## src/rtl/rename_map_table_if.sv

```systemverilog
`default_nettype none
// +----------------------------------------------------------------------+
// | rename_map_table_if                                                  |
// | Decode, free-list, downstream and squash signals of the rename stage |
// | Optional macro: RENAME_COMMIT_RAT_EN (commit / recover signals)      |
// | Revision: 1.0                                                        |
// +----------------------------------------------------------------------+
interface rename_map_table_if #(
  parameter int AREG_W = 5,
  parameter int PREG_W = 6
);
  logic              in_valid;
  logic              in_ready;
  logic [AREG_W-1:0] in_rs1;
  logic [AREG_W-1:0] in_rs2;
  logic [AREG_W-1:0] in_rd;
  logic              in_rd_we;
  logic              alloc_req;
  logic              alloc_valid;
  logic [PREG_W-1:0] alloc_preg;
  logic              out_valid;
  logic              out_ready;
  logic [PREG_W-1:0] out_prs1;
  logic [PREG_W-1:0] out_prs2;
  logic [PREG_W-1:0] out_prd;
  logic [PREG_W-1:0] out_old_prd;
  logic              out_rd_we;
  logic              flush;
  logic              reclaim_valid;
  logic [PREG_W-1:0] reclaim_preg;
  logic [7:0]        stall_cnt;
`ifdef RENAME_COMMIT_RAT_EN
  logic              commit_valid;
  logic [AREG_W-1:0] commit_rd;
  logic [PREG_W-1:0] commit_prd;
  logic              recover;
`endif

  // Rename block side
  modport slave (
    input  in_valid, in_rs1, in_rs2, in_rd, in_rd_we,
    input  alloc_valid, alloc_preg, out_ready, flush,
    output in_ready, alloc_req, out_valid, out_prs1, out_prs2, out_prd,
    output out_old_prd, out_rd_we, reclaim_valid, reclaim_preg, stall_cnt
`ifdef RENAME_COMMIT_RAT_EN
    , input commit_valid, commit_rd, commit_prd, recover
`endif
  );

  modport master (
    output in_valid, in_rs1, in_rs2, in_rd, in_rd_we,
    output alloc_valid, alloc_preg, out_ready, flush,
    input  in_ready, alloc_req, out_valid, out_prs1, out_prs2, out_prd,
    input  out_old_prd, out_rd_we, reclaim_valid, reclaim_preg, stall_cnt
`ifdef RENAME_COMMIT_RAT_EN
    , output commit_valid, commit_rd, commit_prd, recover
`endif
  );
endinterface
`default_nettype wire

```

## src/rtl/rename_map_table.sv

```systemverilog
`default_nettype none
// +----------------------------------------------------------------------+
// | rename_map_table                                                     |
// | Speculative register alias table with a one-deep rename sequencer.   |
// | Optional macro: RENAME_COMMIT_RAT_EN (committed map and recover)     |
// | Revision: 1.0                                                        |
// +----------------------------------------------------------------------+
module rename_map_table #(
  parameter int AREG_W = 5,
  parameter int PREG_W = 6
) (
  input  logic              clk,
  input  logic              reset,
  rename_map_table_if.slave rn_if
);
  localparam int NREG = 1 << AREG_W;

  localparam logic [2:0] S_IDLE  = 3'd0;
  localparam logic [2:0] S_ALLOC = 3'd1;
  localparam logic [2:0] S_WAIT  = 3'd2;
  localparam logic [2:0] S_OUT   = 3'd3;
  localparam logic [2:0] S_DRAIN = 3'd4;

  logic [2:0]                   state_q, state_d;
  logic [NREG-1:0][PREG_W-1:0]  w_map;
  logic [AREG_W-1:0]            rd_q;
  logic [PREG_W-1:0]            prs1_q, prs2_q, prd_q, old_prd_q, reclaim_preg_q;
  logic                         rd_we_q, reclaim_valid_q;
  logic [7:0]                   stall_q;
  logic                         w_flush, w_accept, w_map_we, w_rc_valid;
  logic [PREG_W-1:0]            w_map_wdata, w_rc_preg;

`ifdef RENAME_COMMIT_RAT_EN
  logic [NREG-1:0][PREG_W-1:0]  w_cmt;

  // Recover squashes the in-flight instruction exactly like a flush
  assign w_flush = rn_if.flush | rn_if.recover;

  for (genvar gi = 0; gi < NREG; gi++) begin : g_cmt
    if (gi == 0) begin : g_zero
      assign w_cmt[gi] = '0;
    end else begin : g_entry
      logic [PREG_W-1:0] ent_q;
      always_ff @(posedge clk or posedge reset) begin
        if (reset)
          ent_q <= '0;
        else if (rn_if.commit_valid && rn_if.commit_rd == AREG_W'(gi))
          ent_q <= rn_if.commit_prd;
      end
      assign w_cmt[gi] = ent_q;
    end
  end
`else
  assign w_flush = rn_if.flush;
`endif

  assign w_accept = (state_q == S_IDLE) && rn_if.in_valid;

  // One write port: the grant in WAIT, or the undo of a squashed rename in OUT
  assign w_map_we    = ((state_q == S_WAIT) && !w_flush && rn_if.alloc_valid) ||
                       ((state_q == S_OUT) && w_flush && rd_we_q);
  assign w_map_wdata = (state_q == S_OUT) ? old_prd_q : rn_if.alloc_preg;

  assign w_rc_valid  = (((state_q == S_DRAIN) || ((state_q == S_WAIT) && w_flush)) &&
                        rn_if.alloc_valid) ||
                       ((state_q == S_OUT) && w_flush && rd_we_q);
  assign w_rc_preg   = (state_q == S_OUT) ? prd_q : rn_if.alloc_preg;

  for (genvar gi = 0; gi < NREG; gi++) begin : g_map
    if (gi == 0) begin : g_zero
      assign w_map[gi] = '0;
    end else begin : g_entry
      logic [PREG_W-1:0] ent_q;
      always_ff @(posedge clk or posedge reset) begin
        if (reset)
          ent_q <= '0;
`ifdef RENAME_COMMIT_RAT_EN
        else if (rn_if.recover)
          ent_q <= w_cmt[gi];
`endif
        else if (w_map_we && rd_q == AREG_W'(gi))
          ent_q <= w_map_wdata;
      end
      assign w_map[gi] = ent_q;
    end
  end

  always_ff @(posedge clk or posedge reset) begin
    if (reset) state_q <= S_IDLE;
    else       state_q <= state_d;
  end

  always_comb begin
    state_d = state_q;
    case (state_q)
      S_IDLE:  if (rn_if.in_valid)
                 state_d = (rn_if.in_rd_we && rn_if.in_rd != '0) ? S_ALLOC : S_OUT;
      S_ALLOC: state_d = w_flush ? S_DRAIN : S_WAIT;
      S_WAIT:  if (w_flush)                state_d = S_IDLE;
               else if (rn_if.alloc_valid) state_d = S_OUT;
               else                        state_d = S_ALLOC;
      S_OUT:   if (w_flush || rn_if.out_ready) state_d = S_IDLE;
      S_DRAIN: state_d = S_IDLE;
      default: state_d = S_IDLE;
    endcase
  end

  always_comb begin
    rn_if.in_ready  = 1'b0;
    rn_if.alloc_req = 1'b0;
    rn_if.out_valid = 1'b0;
    case (state_q)
      S_IDLE:  rn_if.in_ready  = 1'b1;
      S_ALLOC: rn_if.alloc_req = !w_flush;
      S_OUT:   rn_if.out_valid = 1'b1;
      default: ;
    endcase
  end

  always_ff @(posedge clk or posedge reset) begin
    if (reset) begin
      rd_q            <= '0;
      prs1_q          <= '0;
      prs2_q          <= '0;
      prd_q           <= '0;
      old_prd_q       <= '0;
      rd_we_q         <= 1'b0;
      stall_q         <= '0;
      reclaim_valid_q <= 1'b0;
      reclaim_preg_q  <= '0;
    end else begin
      reclaim_valid_q <= w_rc_valid;
      reclaim_preg_q  <= w_rc_valid ? w_rc_preg : '0;
      if (w_accept) begin
        rd_q      <= rn_if.in_rd;
        prs1_q    <= w_map[rn_if.in_rs1];
        prs2_q    <= w_map[rn_if.in_rs2];
        old_prd_q <= w_map[rn_if.in_rd];
        prd_q     <= '0;
        rd_we_q   <= 1'b0;
        stall_q   <= '0;
      end else if (state_q == S_WAIT && !w_flush) begin
        if (rn_if.alloc_valid) begin
          prd_q   <= rn_if.alloc_preg;
          rd_we_q <= 1'b1;
        end else if (stall_q != 8'hFF) begin
          stall_q <= stall_q + 8'd1;
        end
      end
    end
  end

  assign rn_if.out_prs1      = prs1_q;
  assign rn_if.out_prs2      = prs2_q;
  assign rn_if.out_prd       = prd_q;
  assign rn_if.out_old_prd   = old_prd_q;
  assign rn_if.out_rd_we     = rd_we_q;
  assign rn_if.reclaim_valid = reclaim_valid_q;
  assign rn_if.reclaim_preg  = reclaim_preg_q;
  assign rn_if.stall_cnt     = stall_q;
endmodule
`default_nettype wire
```

## src/flat_wrapper.sv

```systemverilog
// flat-port wrapper written by rule: the top's interface ports become plain ports
module rename_map_table_flat 
#(
  parameter int AREG_W = 5,
  parameter int PREG_W = 6
)
  (clk, reset, rn_if_in_valid, rn_if_in_rs1, rn_if_in_rs2, rn_if_in_rd, rn_if_in_rd_we, rn_if_alloc_valid, rn_if_alloc_preg, rn_if_out_ready, rn_if_flush, rn_if_in_ready, rn_if_alloc_req, rn_if_out_valid, rn_if_out_prs1, rn_if_out_prs2, rn_if_out_prd, rn_if_out_old_prd, rn_if_out_rd_we, rn_if_reclaim_valid, rn_if_reclaim_preg, rn_if_stall_cnt);
  rename_map_table_if #(.AREG_W(AREG_W), .PREG_W(PREG_W)) rn_if_i ();
  input  logic clk;
  input  logic reset;
  input wire logic [$bits(rn_if_i.in_valid)-1:0] rn_if_in_valid;
  input wire logic [$bits(rn_if_i.in_rs1)-1:0] rn_if_in_rs1;
  input wire logic [$bits(rn_if_i.in_rs2)-1:0] rn_if_in_rs2;
  input wire logic [$bits(rn_if_i.in_rd)-1:0] rn_if_in_rd;
  input wire logic [$bits(rn_if_i.in_rd_we)-1:0] rn_if_in_rd_we;
  input wire logic [$bits(rn_if_i.alloc_valid)-1:0] rn_if_alloc_valid;
  input wire logic [$bits(rn_if_i.alloc_preg)-1:0] rn_if_alloc_preg;
  input wire logic [$bits(rn_if_i.out_ready)-1:0] rn_if_out_ready;
  input wire logic [$bits(rn_if_i.flush)-1:0] rn_if_flush;
  output wire logic [$bits(rn_if_i.in_ready)-1:0] rn_if_in_ready;
  output wire logic [$bits(rn_if_i.alloc_req)-1:0] rn_if_alloc_req;
  output wire logic [$bits(rn_if_i.out_valid)-1:0] rn_if_out_valid;
  output wire logic [$bits(rn_if_i.out_prs1)-1:0] rn_if_out_prs1;
  output wire logic [$bits(rn_if_i.out_prs2)-1:0] rn_if_out_prs2;
  output wire logic [$bits(rn_if_i.out_prd)-1:0] rn_if_out_prd;
  output wire logic [$bits(rn_if_i.out_old_prd)-1:0] rn_if_out_old_prd;
  output wire logic [$bits(rn_if_i.out_rd_we)-1:0] rn_if_out_rd_we;
  output wire logic [$bits(rn_if_i.reclaim_valid)-1:0] rn_if_reclaim_valid;
  output wire logic [$bits(rn_if_i.reclaim_preg)-1:0] rn_if_reclaim_preg;
  output wire logic [$bits(rn_if_i.stall_cnt)-1:0] rn_if_stall_cnt;
  assign rn_if_i.in_valid = rn_if_in_valid;
  assign rn_if_i.in_rs1 = rn_if_in_rs1;
  assign rn_if_i.in_rs2 = rn_if_in_rs2;
  assign rn_if_i.in_rd = rn_if_in_rd;
  assign rn_if_i.in_rd_we = rn_if_in_rd_we;
  assign rn_if_i.alloc_valid = rn_if_alloc_valid;
  assign rn_if_i.alloc_preg = rn_if_alloc_preg;
  assign rn_if_i.out_ready = rn_if_out_ready;
  assign rn_if_i.flush = rn_if_flush;
  assign rn_if_in_ready = rn_if_i.in_ready;
  assign rn_if_alloc_req = rn_if_i.alloc_req;
  assign rn_if_out_valid = rn_if_i.out_valid;
  assign rn_if_out_prs1 = rn_if_i.out_prs1;
  assign rn_if_out_prs2 = rn_if_i.out_prs2;
  assign rn_if_out_prd = rn_if_i.out_prd;
  assign rn_if_out_old_prd = rn_if_i.out_old_prd;
  assign rn_if_out_rd_we = rn_if_i.out_rd_we;
  assign rn_if_reclaim_valid = rn_if_i.reclaim_valid;
  assign rn_if_reclaim_preg = rn_if_i.reclaim_preg;
  assign rn_if_stall_cnt = rn_if_i.stall_cnt;
  rename_map_table #(.AREG_W(AREG_W), .PREG_W(PREG_W)) u_core (.clk(clk), .reset(reset), .rn_if(rn_if_i));
endmodule
```

## config.mk

```make
export PLATFORM = sky130hd
export DESIGN_NAME = rename_map_table_flat
export DESIGN_NICKNAME = d
export VERILOG_FILES = /design/src/rtl/rename_map_table_if.sv /design/src/rtl/rename_map_table.sv /design/src/flat_wrapper.sv
export SDC_FILE = /design/constraint.sdc
export NUM_CORES = 1
export LEC_CHECK = 0
export BUFFER_PORTS_ARGS = -buffer_cell sky130_fd_sc_hd__buf_2
export CORE_ASPECT_RATIO = 0.5
export CORE_UTILIZATION = 60
export DETAILED_ROUTE_END_ITERATION = 6
export PLACE_DENSITY = 0.78
export SLEW_MARGIN = 20
export SYNTH_ARGS = -nofsm -noshare
export SYNTH_HDL_FRONTEND = slang
export SYNTH_SLANG_ARGS = --single-unit
```

## constraint.sdc

```tcl
create_clock -name clk -period 16.1 [get_ports clk]
set_input_delay 0.805 -clock clk [delete_from_list [all_inputs] [get_ports clk]]
set_output_delay 0.805 -clock clk [all_outputs]
set_load 0.01 [all_outputs]
```

# Yosys cells after proc, flatten, opt, wreduce, memory -nomap -nowiden
# Cells that the tools add are included.
# op_classes
n_addsub	1
n_mul	0
div_mod_pow	0
order_cmp	3
eq_ne	39
n_shift	0
muxes	29
n_bitwise	0
n_reduce_logical	52
# ops
operator	n
6-bit binary-select mux with 5-bit select	3
5-bit == test (second input constant)	16
6-bit 2-to-1 mux	9
5-bit by 4-bit == test with 1-bit output (second input constant)	8
1-bit logical AND	39
8-bit 2-to-1 mux	4
5-bit by 3-bit == test with 1-bit output (second input constant)	4
5-bit by 6-bit less-than comparator with 1-bit output (second input constant)	3
3-bit 2-to-1 mux	4
3-bit one-hot mux with 4 select lines	1
5-bit by 2-bit == test with 1-bit output (second input constant)	2
8-bit by 1-bit adder with 8-bit output (second input constant)	1
8-bit != test (second input constant)	1
3-bit by 2-bit == test with 1-bit output (second input constant)	2
1-bit 2-to-1 mux	6
2-bit nonzero test	3
5-bit by 1-bit == test with 1-bit output (second input constant)	1
5-bit nonzero test	1
1-bit logical OR	4
2-bit 2-to-1 mux	2
2-bit != test (second input constant)	2
2-bit AND reduction	2
3-bit by 1-bit == test with 1-bit output (second input constant)	1
3-bit == test (second input constant)	1
other kinds (4)	4
# word_totals
register_bits	234
latch_bits	0
mem_bits_rw	0
mem_bits_ro	0
in_bits	28
word_cells	165
memories	0

# Logic depth before layout (Yosys ltp)
# depth
ltp_word	6
mapped_depth	10
mapped_depth_nobuf	6

# Worst setup path before layout
# Ideal clock, no wire load.
# synth_path
kind	input-to-reg
startpoint	input rn_if_in_rd[0]
endpoint	register u_core.old_prd_q[1], in the netlist u_core.rn_if.out_old_prd[1]
arrival_ns	2.408
required_ns	15.972
slack_ns	13.564
cell_stages	6
path_cell_list	buf_2 buf_2 mux4_2 mux2_2 a222oi_1 nand2_1
# synth_via
elab_chain_cells	2
# synth_rtl
item	line	source
from (decl)	flat_wrapper.sv:14	input wire logic [$bits(rn_if_i.in_rd)-1:0] rn_if_in_rd;
6-bit binary-select mux with 5-bit select	rename_map_table.sv:138	old_prd_q <= w_map[rn_if.in_rd];
6-bit 2-to-1 mux (not written as such)	rename_map_table.sv:138	
to (signal assigned)	rename_map_table.sv:138	
to (decl)	rename_map_table.sv:27	logic [PREG_W-1:0] prs1_q, prs2_q, prd_q, old_prd_q, reclaim_preg_q;
# No other way between the ends. The select of a mux whose other input is x is not followed.
# A chain may end at the register's enable or synchronous reset.

# Final worst setup path
# layout_path
startpoint	input rn_if_in_rs1[0]
endpoint	register u_core.prs1_q[2], in the netlist u_core.rn_if.out_prs1[2]
# layout_via
elab_chain_cells	2
# layout_rtl
item	line	source
from (decl)	flat_wrapper.sv:12	input wire logic [$bits(rn_if_i.in_rs1)-1:0] rn_if_in_rs1;
6-bit binary-select mux with 5-bit select	rename_map_table.sv:136	prs1_q <= w_map[rn_if.in_rs1];
6-bit 2-to-1 mux (not written as such)	rename_map_table.sv:136	
to (signal assigned)	rename_map_table.sv:136	
to (decl)	rename_map_table.sv:27	
# No other way between the ends. The select of a mux whose other input is x is not followed.

==> impl_metrics.yaml <==
outcome:
  status: "finished, final reports clean"
routing:
  drc: 0
  drt_first_pass_iters: 5
  drt_iter0_drc: 1546
  drt-total-wl_mm: 39.5
  antenna_left: 0
  wire_per_inst_um: 26.5
  vias: 10700
  viasPerCell: 7.13
setup_path:
  crit_chain: "buf_2 > buf_4 > mux4_2 > nor2b_1 > a211oi_1 > a211oi_1 > a211o_1"
  worstRegToRegCells: 4
  startpoint_type: "primary input"
  critical_path_class: "primary input to flip-flop"
  cp-end-kind: "flip-flop"
  max_stage_delay_ps: 710
  slowest_stage: "buf_4"
  crit_top_cell: "a211oi_1"
  crit_path_max_fanout: 49
  crit_required_ps: 16510
  crit_arrival_ps: 3310
global_route:
  grt_pass1_vias: 10300
  grt_start_max_net_pins: 94
  antenna_found_initial: 1
  grt_pass1_wl_mm: 60.9
  grt.total_usage_pct: 35.9
  overflow: 0
sta:
  period_needed_ps: 2890
  setup_ws_ps: 13210
  rsz0062_at_grt: "no"
  skew_ps: 22.7
  tightest_slew_ps: 1070
  period_share_pct: 18.0
  setup_tns_ps: 0
  finalHoldViolCount: 0
  max_freq_mhz: 346
  relSlewSlack_pct: 28.9
  slew_violations: 0
  setup_viol: 0
finish:
  nFillCells: 1549
  nets: 1212
  syn_to_final_growth_pct: 8.15
  design_area_um2: 14500
  drive_above_1_share_pct: 25.8
logic_synthesis:
  synth-edff-count: 0
  syn_nets: 1207
  ys_ff_latch: 234
  synth.yosys.seq_area_share_pct: 43.8
  ys.flop_type: "dfrtp_1"
  syn_avg_cell_area_um2: 11.4
  synthArstFlopShare_pct: 100
  yosys_warnings: 0
  syn_inst: 1178
  yosysUniqueCellTypes: 53
  syn_area_um2: 13400
floorplanning:
  dieArea_um2: 22900
  die_y_um: 108
  core-area_um2: 21800
  die_x_um: 213
  row_count: 38
  pin_count: 71
  start_util_pct: 61.4
placement:
  numPortBuffers: 70
  gp_congestion: 0.994
  hpwlAfterDp_mm: 25.9
  dpl_worst_slack_ps: 12760
  placedInstanceArea_um2: 13800
cts:
  cts_resized: 0
  path_clk_slew_ps: 70
  cts_tree: "built"
  clock_sinks: 234
  cts_root_buffer: "clkbuf_16"
  htreeDepth: 1
  post_cts_buffers: 0
  cts_inserted_buffers: 22
  cts.hold.buffers_added: 0
  clk_latency_ps: 530
  clk_path_buf_depth: 3
pwr:
  power_density_nw_per_um2: 147
  p_leak_uw: 0.00636
  finalPower_uw: 2120
  ir_drop_uv: 85.2
worst_hold_path:
  hold_path_class: "primary input to asynchronous set/reset pin"
run:
  max_cap_viol_count: 0
path summary, 6_finish.rpt:
check	startpoint	to	slack [ps]
hold reg to reg	u_core.rn_if.out_prs2[5]$_DFFE_PP0P_	u_core.rn_if.out_prs2[5]$_DFFE_PP0P_	500
setup reg to reg	u_core.state_q[0]$_DFFE_PP0P_	u_core.g_map[30].g_entry.ent_q[1]$_DFFE_PP0P_	13400
hold / removal	reset	u_core.g_map[22].g_entry.ent_q[1]$_DFFE_PP0P_	360
max in group asynchronous	reset	u_core.state_q[2]$_DFFE_PP0P_	13420
min in group clk	u_core.rn_if.out_prs2[5]$_DFFE_PP0P_	u_core.rn_if.out_prs2[5]$_DFFE_PP0P_	500
setup / recovery	rn_if_in_rs1[0]	u_core.rn_if.out_prs1[2]$_DFFE_PP0P_	13210
critical path, delay by kind of cell:
| kind | cells | cell delay [ps] |
|---|---|---|
| AOI/OAI and AO/OA | 3 | 950 |
| and+or+nand+nor | 1 | 150 |
| muxes | 1 | 600 |
| buffers and inverters | 2 | 790 |
registers in the layout, indices dropped and copies added, names as in the netlist:
register,flops
u_core.rn_if.stall_cnt,8
u_core.state_q,3
u_core.rn_if.out_old_prd,6
u_core.rn_if.out_prs1,6
u_core.rn_if.reclaim_valid,1
u_core.rn_if.out_rd_we,1
u_core.rd_q,5
u_core.rn_if.out_prd,6
u_core.rn_if.out_prs2,6
u_core.rn_if.reclaim_preg,6
u_core.g_map.g_entry.ent_q,186
cell usage after synthesis (all sizes together), types with 8 or more instances:
cell type / instances / area [µm²]
mux4: 130 / 2930
a221oi: 14 / 123
o21ai: 76 / 380
mux2: 45 / 507
a22oi: 9 / 67.6
nor2b: 19 / 119
dfrtp: 234 / 5860
nand2: 128 / 480
a21oi: 103 / 515
a2111oi: 10 / 87.6
a211o: 10 / 87.6
a211oi: 24 / 180
nor3b: 8 / 65.1
clkbuf: 60 / 225
nor2: 138 / 521
buf: 44 / 251
mux2i: 26 / 260
nand3: 11 / 55.1
nand2b: 10 / 62.6
and2: 8 / 50.1
metal layers:
layer	track usage, %	part of all wire, %
met5	0	0
met2	53.7	44
met1	48.8	37
met4	17.1	5.7
met3	10.2	13
cells by family after synthesis:
family / after synthesis / synth area share [%]
XOR/XNOR: 7 / 0.458
adder cells (fa/ha/maj): 1 / 0.0935
buffers and inverters: 111 / 3.76
AND/OR/NAND/NOR: 358 / 12.0
flip-flops: 234 / 43.8
multiplexers: 201 / 27.6
AO/OA/AOI/OAI: 266 / 12.3
stage by stage:
stage                     util, %  hold WS, ps  cells
after CTS                    66.4          430   1494
final                        66.5          357   1495
after global placement       63.1          483   1458
after floorplan                 -          477   1178
after detailed placement     63.2          490   1459
after global routing         66.4          455   1494
report_power, final:
part | internal, µW | switching [µW]
clock network | 291 | 237
registers | 754 | 200
logic | 308 | 330
area by class of cell:
| class | count | area, µm² | area share (%) |
|---|---|---|---|
| clock inverter | 7 | 80.1 | 0.553 |
| antenna | 1 | 2.50 | 0.0173 |
| timing repair buffer | 85 | 470 | 3.25 |
| clock buffer | 28 | 624 | 4.31 |
| tap | 300 | 375 | 2.59 |
| sequential | 234 | 5860 | 40.5 |
| multi-input combinational | 833 | 7030 | 48.6 |
| inverter | 7 | 33.8 | 0.233 |
cells in the final DEF, fill, tap and decap left out, drive strengths merged, types with 19 or more instances in the layout:
master  count
dfrtp     234
nor2      138
mux4      130
nand2     128
a21oi     103
buf        85
o21ai      76
mux2       45
clkbuf     28
mux2i      26
a211oi     24
nor2b      19
(Power assumes the default switching activity.)
